===== src/rtl/alu_seq_pkg.sv =====
// Shared opcodes, FSM state encoding and flag bit positions for alu_seq_unit.
package alu_seq_pkg;

  localparam logic [3:0] OP_ADD = 4'h0;
  localparam logic [3:0] OP_SUB = 4'h1;
  localparam logic [3:0] OP_AND = 4'h2;
  localparam logic [3:0] OP_OR  = 4'h3;
  localparam logic [3:0] OP_XOR = 4'h4;
  localparam logic [3:0] OP_NOT = 4'h5;
  localparam logic [3:0] OP_SHL = 4'h6;
  localparam logic [3:0] OP_SHR = 4'h7;
  localparam logic [3:0] OP_ASR = 4'h8;
  localparam logic [3:0] OP_MUL = 4'h9;
  localparam logic [3:0] OP_CMP = 4'hA;

  typedef enum logic [2:0] {
    S_IDLE,
    S_EXEC,
    S_MUL,
    S_SIGN,
    S_FIN
  } state_t;

  localparam int F_N = 3;
  localparam int F_Z = 2;
  localparam int F_C = 1;
  localparam int F_V = 0;

endpackage


===== src/rtl/alu_seq_unit_mul.sv =====
// Iterative unsigned shift-add multiplier: one partial product per cycle, WIDTH cycles.
module alu_seq_mul #(
  parameter int WIDTH = 16
) (
  input  logic               clk,
  input  logic               rst_n,
  input  logic               start,
  input  logic [WIDTH-1:0]   a,
  input  logic [WIDTH-1:0]   b,
  output logic [2*WIDTH-1:0] prod,
  output logic               done
);

  localparam int CW = $clog2(WIDTH + 1);

  logic [WIDTH-1:0] mcand;
  logic [CW-1:0]    cnt;
  logic [WIDTH:0]   sum;

  // Upper half accumulates; the multiplier is consumed from the low half as it shifts out.
  assign sum  = {1'b0, prod[2*WIDTH-1:WIDTH]} + (prod[0] ? {1'b0, mcand} : '0);
  // High while the final step is executing; prod is complete after this edge.
  assign done = (cnt == CW'(1));

  always_ff @(posedge clk or negedge rst_n) begin
    if (!rst_n) begin
      prod  <= '0;
      mcand <= '0;
      cnt   <= '0;
    end else if (start) begin
      prod  <= {{WIDTH{1'b0}}, b};
      mcand <= a;
      cnt   <= CW'(WIDTH);
    end else if (cnt != '0) begin
      prod  <= {sum, prod[WIDTH-1:1]};
      cnt   <= cnt - 1'b1;
    end
  end

endmodule


===== src/rtl/alu_seq_unit.sv =====
// Registered sequential ALU with iterative signed multiply and N/Z/C/V flags.
// Define ALU_SAT_EN to saturate overflowing ADD/SUB results instead of wrapping.
module alu_seq_unit
  import alu_seq_pkg::*;
#(
  parameter  int WIDTH = 16,
  localparam int SHW   = $clog2(WIDTH)
) (
  input  logic             CLK,
  input  logic             RST_N,
  input  logic             START,
  input  logic [3:0]       OP,
  input  logic [WIDTH-1:0] Mem_Data_X,
  input  logic [WIDTH-1:0] Mem_Data_Y,
  output logic [WIDTH-1:0] X,
  output logic [WIDTH-1:0] Y,
  output logic [WIDTH-1:0] Z,
  output logic [WIDTH-1:0] Z_HI,
  output logic [3:0]       FLAGS,
  output logic             BUSY,
  output logic             DONE,
  output logic             ERR
);

  localparam int MSB = WIDTH - 1;

  state_t             state, state_nxt;
  logic [3:0]         op;
  logic               mul_start, mul_last;
  logic [WIDTH-1:0]   mag_x, mag_y;
  logic [2*WIDTH-1:0] mul_prod, prod_s;
  logic [SHW-1:0]     amt;
  logic [WIDTH:0]     add_w, sub_w, shl_w, shr_w, asr_w;
  logic [WIDTH-1:0]   alu_res;
  logic               alu_c, alu_v, alu_err;
  logic [3:0]         alu_flags, mul_flags;

  assign mul_start = (state == S_IDLE) && START && (OP == OP_MUL);
  assign mag_x     = Mem_Data_X[MSB] ? -Mem_Data_X : Mem_Data_X;
  assign mag_y     = Mem_Data_Y[MSB] ? -Mem_Data_Y : Mem_Data_Y;

  alu_seq_mul #(.WIDTH(WIDTH)) u_mul (
    .clk   (CLK),
    .rst_n (RST_N),
    .start (mul_start),
    .a     (mag_x),
    .b     (mag_y),
    .prod  (mul_prod),
    .done  (mul_last)
  );

  always_ff @(posedge CLK or negedge RST_N) begin
    if (!RST_N) state <= S_IDLE;
    else        state <= state_nxt;
  end

  always_comb begin
    state_nxt = state;
    case (state)
      S_IDLE:  if (START) state_nxt = (OP == OP_MUL) ? S_MUL : S_EXEC;
      S_EXEC:  state_nxt = S_FIN;
      S_MUL:   if (mul_last) state_nxt = S_SIGN;
      S_SIGN:  state_nxt = S_FIN;
      S_FIN:   state_nxt = S_IDLE;
      default: state_nxt = S_IDLE;
    endcase
  end

  assign BUSY = (state != S_IDLE);
  assign DONE = (state == S_FIN);

  // Shifts run one bit wider so the last bit shifted out lands in bit WIDTH (left) or bit 0 (right).
  assign amt   = Y[SHW-1:0];
  assign add_w = {1'b0, X} + {1'b0, Y};
  assign sub_w = {1'b0, X} + {1'b0, ~Y} + {{WIDTH{1'b0}}, 1'b1};
  assign shl_w = {1'b0, X} << amt;
  assign shr_w = {X, 1'b0} >> amt;
  assign asr_w = $signed({X, 1'b0}) >>> amt;

  always_comb begin
    alu_res   = '0;
    alu_c     = 1'b0;
    alu_v     = 1'b0;
    alu_err   = 1'b0;
    alu_flags = '0;
    case (op)
      OP_ADD: begin
        alu_res = add_w[MSB:0];
        alu_c   = add_w[WIDTH];
        alu_v   = (X[MSB] == Y[MSB]) && (add_w[MSB] != X[MSB]);
      end
      OP_SUB, OP_CMP: begin
        alu_res = sub_w[MSB:0];
        alu_c   = sub_w[WIDTH];
        alu_v   = (X[MSB] != Y[MSB]) && (sub_w[MSB] != X[MSB]);
      end
      OP_AND: alu_res = X & Y;
      OP_OR:  alu_res = X | Y;
      OP_XOR: alu_res = X ^ Y;
      OP_NOT: alu_res = ~X;
      OP_SHL: begin
        alu_res = shl_w[MSB:0];
        alu_c   = shl_w[WIDTH];
      end
      OP_SHR: begin
        alu_res = shr_w[WIDTH:1];
        alu_c   = shr_w[0];
      end
      OP_ASR: begin
        alu_res = asr_w[WIDTH:1];
        alu_c   = asr_w[0];
      end
      OP_MUL: ;
      default: alu_err = 1'b1;
    endcase
`ifdef ALU_SAT_EN
    if (((op == OP_ADD) || (op == OP_SUB)) && alu_v)
      alu_res = X[MSB] ? {1'b1, {(WIDTH-1){1'b0}}} : {1'b0, {(WIDTH-1){1'b1}}};
`endif
    if (!alu_err) begin
      alu_flags[F_N] = alu_res[MSB];
      alu_flags[F_Z] = (alu_res == '0);
      alu_flags[F_C] = alu_c;
      alu_flags[F_V] = alu_v;
    end
  end

  always_comb begin
    prod_s         = (X[MSB] ^ Y[MSB]) ? -mul_prod : mul_prod;
    mul_flags      = '0;
    mul_flags[F_N] = prod_s[2*WIDTH-1];
    mul_flags[F_Z] = (prod_s == '0);
    mul_flags[F_V] = (prod_s[2*WIDTH-1:WIDTH] != {WIDTH{prod_s[MSB]}});
  end

  always_ff @(posedge CLK or negedge RST_N) begin
    if (!RST_N) begin
      X     <= '0;
      Y     <= '0;
      Z     <= '0;
      Z_HI  <= '0;
      FLAGS <= '0;
      ERR   <= 1'b0;
      op    <= '0;
    end else begin
      case (state)
        S_IDLE: if (START) begin
          X   <= Mem_Data_X;
          Y   <= Mem_Data_Y;
          op  <= OP;
          ERR <= 1'b0;
        end
        S_EXEC: begin
          if (op != OP_CMP) begin
            Z    <= alu_res;
            Z_HI <= '0;
          end
          FLAGS <= alu_flags;
          ERR   <= alu_err;
        end
        S_SIGN: begin
          Z     <= prod_s[MSB:0];
          Z_HI  <= prod_s[2*WIDTH-1:WIDTH];
          FLAGS <= mul_flags;
        end
        default: ;
      endcase
    end
  end

endmodule

===== config.mk =====
export PLATFORM = sky130hd
export DESIGN_NAME = alu_seq_unit
export DESIGN_NICKNAME = d
export VERILOG_FILES = /design/src/rtl/alu_seq_pkg.sv /design/src/rtl/alu_seq_unit_mul.sv /design/src/rtl/alu_seq_unit.sv
export SDC_FILE = /design/constraint.sdc
export NUM_CORES = 1
export LEC_CHECK = 0
export BUFFER_PORTS_ARGS = -buffer_cell sky130_fd_sc_hd__buf_4
export CAP_MARGIN = 10
export CORE_AREA = 2 2 139 154
export CTS_BUF_LIST = sky130_fd_sc_hd__clkbuf_16
export DETAILED_ROUTE_END_ITERATION = 16
export DIE_AREA = 0 0 141 156
export PLACE_DENSITY = 0.77
export SLEW_MARGIN = 20
export SYNTH_ARGS = -nofsm -noshare
export SYNTH_HDL_FRONTEND = slang
export SYNTH_SLANG_ARGS = --single-unit

===== constraint.sdc =====
create_clock -name CLK -period 5 [get_ports CLK]
set_input_delay 1 -clock CLK [delete_from_list [all_inputs] [get_ports CLK]]
set_output_delay 1 -clock CLK [all_outputs]
set_load 0.05 [all_outputs]

==> impl_metrics.csv <==
group,metric,value,unit
status,status,"finished, final reports clean",
timing,finalMaxSlewViolations,0,
place,hpwl,33150,um
setup_path,crit_path_top_delay_cell,"a2111oi_0",
yosys,synthSimpleGateAreaFrac,0.2165,
routing,vias_per_cell,6.887,
setup_path,start_kind,"register",
cts,insertion_delay,0.43,ns
pwr,p_seq_frac,0.216,
timing,setup_viol,0,
setup_path,cp.depth,11,
yosys,async_flop_share,1.000,
finish,num_antenna_cells,0,
floorplan,fp.coreArea,20440,sq um
cts,post-cts-setup-buffer-count,0,
pwr,finalPower,9.787,mW
cts,clk_path_buf_depth,2,
routing,num_vias,12570,
setup_path,endpoint,"FLAGS[2]",
worst_hold_path,min-delay-path-class,"register to register",
cts,cts_sinks,129,
yosys,yosysSeqAreaShare,0.2675,
cts,cts_made_buffers,17,
cts,cts_resized,0,
timing,skew,0.01468,ns
place,pre_cts_ws,0.5313,ns
setup_path,reg2reg_from,"X[4]",
finish,drive_gt1_frac,0.1536,
setup_path,critPathLaunch,"X[4]",
setup_path,cpPeakStageDelay,1.03,ns
global_route,antenna_found_initial,0,
timing,relSlewSlack,0.2040,
job,maxCapViolCount,0,
routing,first_pass_iters,6,
setup_path,r2r_slack,0.34,ns
yosys,synth.distinct_cells,79,
timing,period_share,0.9311,
yosys,synth_compound_area_frac,0.2432,
setup_path,path_class,"register to register",
yosys,syn-num-nets,1623,
timing,hold_viol,0,
pwr,power_density,718.1,nW/um^2
yosys,synth_ff_type,"dfrtp_1",
setup_path,required,5.33,ns
pwr,p_sw,5.304,mW
timing,fin_crit,4.655,ns
global_route,grt_pass1_vias,11640,
yosys,syn_inst,1510,
global_route,grt_pass1_wl,67480,um
cts,clockRootBuffer,"clkbuf_16",
global_route,globalRoute.totalOverflow,0,
pwr,combPwrFrac,0.660,
yosys,syn_area,12070,sq um
pwr,ir_worst_vdd,0.0004639,V
finish,final_nets,1669,
yosys,synthAdderAreaFrac,0.07860,
timing,tns,0,ns
setup_path,critPathMaxFanout,14,
floorplan,io_pins,110,
floorplan,core.rowCount,55,
setup_path,cp.arrival,4.99,ns
timing,fmax,214.8,MHz
setup_path,cp_cell_sequence,"inv_1, ha_1, nor3_1, a2111oi_0, o21bai_1, a311oi_1, o41a_1, nor4_1, or3_1, nand4bb_1, o31ai_1",
yosys,syn_avg_cell_area,7.991,sq um
yosys,yosysWarnings,0,
floorplan,dieArea,22000,sq um
yosys,synth_top_family_by_area,"compound AO/OA/AOI/OAI gates",
floorplan,die_y,156,um
setup_path,r2r_cells,11,
finish,utilization,0.6668,
cts,cts.htree.levels,4,
global_route,track_usage,0.3983,
pwr,intPower,4.483,mW
pwr,clockPowerShare,0.124,
setup_path,crit_family,"compound AO/OA/AOI/OAI gates",
finish,syn_to_final_growth,12.94,%
timing,finalWorstSetupSlack,0.3446,ns
floorplan,start_util,0.5904,
routing,drt_wl_total,44240,um
routing,wl_per_cell,24.24,um
cts,cts_hold_buf,0,
cts,cts_tree,"yes",
place,place_congestion,1.108,
timing,tightest_slew,1.164,ns
timing,rsz0062_at_grt,"no",
yosys,synthMuxAreaShare,0.08275,
cts,clk_pin_slew_worst_paths,0.06,ns
setup_path,r2r-end,"FLAGS[2]",
yosys,synth_xor_xnor_area_share,0.05444,
pwr,leakage,5.938,nW
routing,antenna_left,0,
setup_path,crit_buf_inv,1,
routing,drc,0,
global_route,grt_max_degree,74,
floorplan,chipWidth,141,um
place,portBuffers,109,
setup_path,worstSetupEndpointType,"register",
pwr,netSwitchingFraction,0.5419,
routing,initialDrtViolationCount,1437,
yosys,ys_ff_latch,129,
yosys,synth-edff-count,0,
## flip-flops by register name, indices dropped and copies added, names as in the netlist
register,cells
op,4
u_mul.cnt,5
ERR,1
FLAGS,4
u_mul.prod,32
Z,16
u_mul.mcand,16
state,3
X,16
Y,16
Z_HI,16
## worst min-delay path by stage
stage                         start              end  slack [ns]  cells after the start
CTS                  u_mul.mcand[2]   u_mul.mcand[2]        0.48                      2
floorplan           u_mul.mcand[15]  u_mul.mcand[15]        0.44                      2
global route                Z_HI[9]          Z_HI[9]        0.50                      2
global placement     u_mul.mcand[9]   u_mul.mcand[9]        0.46                      2
detailed placement   u_mul.mcand[2]   u_mul.mcand[2]        0.47                      2
finish               u_mul.mcand[2]   u_mul.mcand[2]        0.48                      2
## synth_stat cells, drive strengths merged, types with 6 or more instances
| cell type | number | area [sq um] |
|---|---|---|
| a2111oi | 6 | 58.80 |
| a211oi | 16 | 120.1 |
| a21o | 10 | 75.07 |
| a21oi | 79 | 395.4 |
| a221o | 7 | 70.07 |
| a221oi | 6 | 52.55 |
| a22oi | 7 | 52.55 |
| a31oi | 28 | 175.2 |
| and2 | 24 | 150.1 |
| and3 | 7 | 43.79 |
| buf | 15 | 68.82 |
| clkbuf | 99 | 371.6 |
| dfrtp | 129 | 3228 |
| ha | 71 | 888.4 |
| inv | 63 | 236.5 |
| mux2 | 14 | 157.7 |
| mux2i | 30 | 300.3 |
| mux4 | 24 | 540.5 |
| nand2 | 215 | 807.0 |
| nand2b | 20 | 125.1 |
| nand3 | 20 | 100.1 |
| nand4 | 12 | 75.07 |
| nor2 | 97 | 364.1 |
| nor2b | 11 | 68.82 |
| nor3 | 38 | 190.2 |
| nor4 | 10 | 62.56 |
| o211ai | 11 | 82.58 |
| o21a | 11 | 82.58 |
| o21ai | 146 | 730.7 |
| o21bai | 8 | 60.06 |
| o221ai | 10 | 87.58 |
| o22ai | 17 | 106.4 |
| o311ai | 6 | 52.55 |
| o31ai | 18 | 135.1 |
| o41ai | 13 | 136.4 |
| or2 | 12 | 75.07 |
| or3 | 23 | 143.9 |
| or4 | 17 | 138.9 |
| xnor2 | 40 | 350.3 |
| xor2 | 35 | 306.5 |
## area by class of cell
class / count / area, sq um
Timing Repair Buffer: 141 / 1071
Sequential cell: 129 / 3231
Clock buffer: 17 / 425.4
Inverter: 66 / 247.7
Clock inverter: 15 / 133.9
Fill cell: 1773 / 6810
Multi-Input combinational cell: 1201 / 8199
Tap cell: 256 / 320.3
## cell usage in the layout (no fill, tap or decap), types with 28 or more instances in the layout
cell     Yosys  routed
a21oi_1     79      79
a31oi_1     28      28
buf_4        0     140
dfrtp_1    129     127
ha_1        71      70
inv_1       63      64
mux2i_1     30      30
nand2_1    215     214
nor2_1      97      96
nor3_1      38      38
o21ai_0    142     142
xnor2_1     40      40
xor2_1      35      35
## kinds of logic after synthesis
kind of cell / count (synthesis)
AOI/OAI and AO/OA: 448
xor gates and xnor gates: 75
adders and majority gates: 74
buffers and inverters: 180
DFF: 129
muxes: 68
and+or+nand+nor: 536
## stage by stage
step | area (sq um) | std cells | hold WS [ns]
floorplan | 12070 | 1510 | 0.4418
global placement | 13060 | 1793 | 0.4554
detailed placement | 13060 | 1793 | 0.4667
CTS | 13620 | 1825 | 0.4816
global route | 13630 | 1825 | 0.5004
finish | 13630 | 1825 | 0.4756
## power groups by stage
stage / Combinational (mW) / Clock, mW / Sequential [mW]
2_1_floorplan: 4.05 / 0 / 2.36
3_3_place_gp: 6.17 / 0 / 2.07
3_5_place_dp: 6.26 / 0 / 2.09
4_1_cts: 6.30 / 1.22 / 2.07
5_1_grt: 6.88 / 1.26 / 2.15
6_report: 6.46 / 1.22 / 2.11
## per-layer routing
layer,vias to the layer above,track usage,share of wire
li1,5598,-,-
met5,-,0,0
met1,5932,0.4678,0.36
met3,245,0.06998,0.082
met4,0,0.2919,0.091
met2,793,0.6564,0.46
## worst reg2reg max path: stages (launching register included)
cell       delay, ns
dfrtp_1         0.65
inv_1           0.14
ha_1            0.60
nor3_1          0.12
a2111oi_0       1.03
o21bai_1        0.23
a311oi_1        0.71
o41a_1          0.26
nor4_1          0.06
or3_1           0.38
nand4bb_1       0.19
o31ai_1         0.20
No activity file was read; power rests on OpenSTA's default activity.
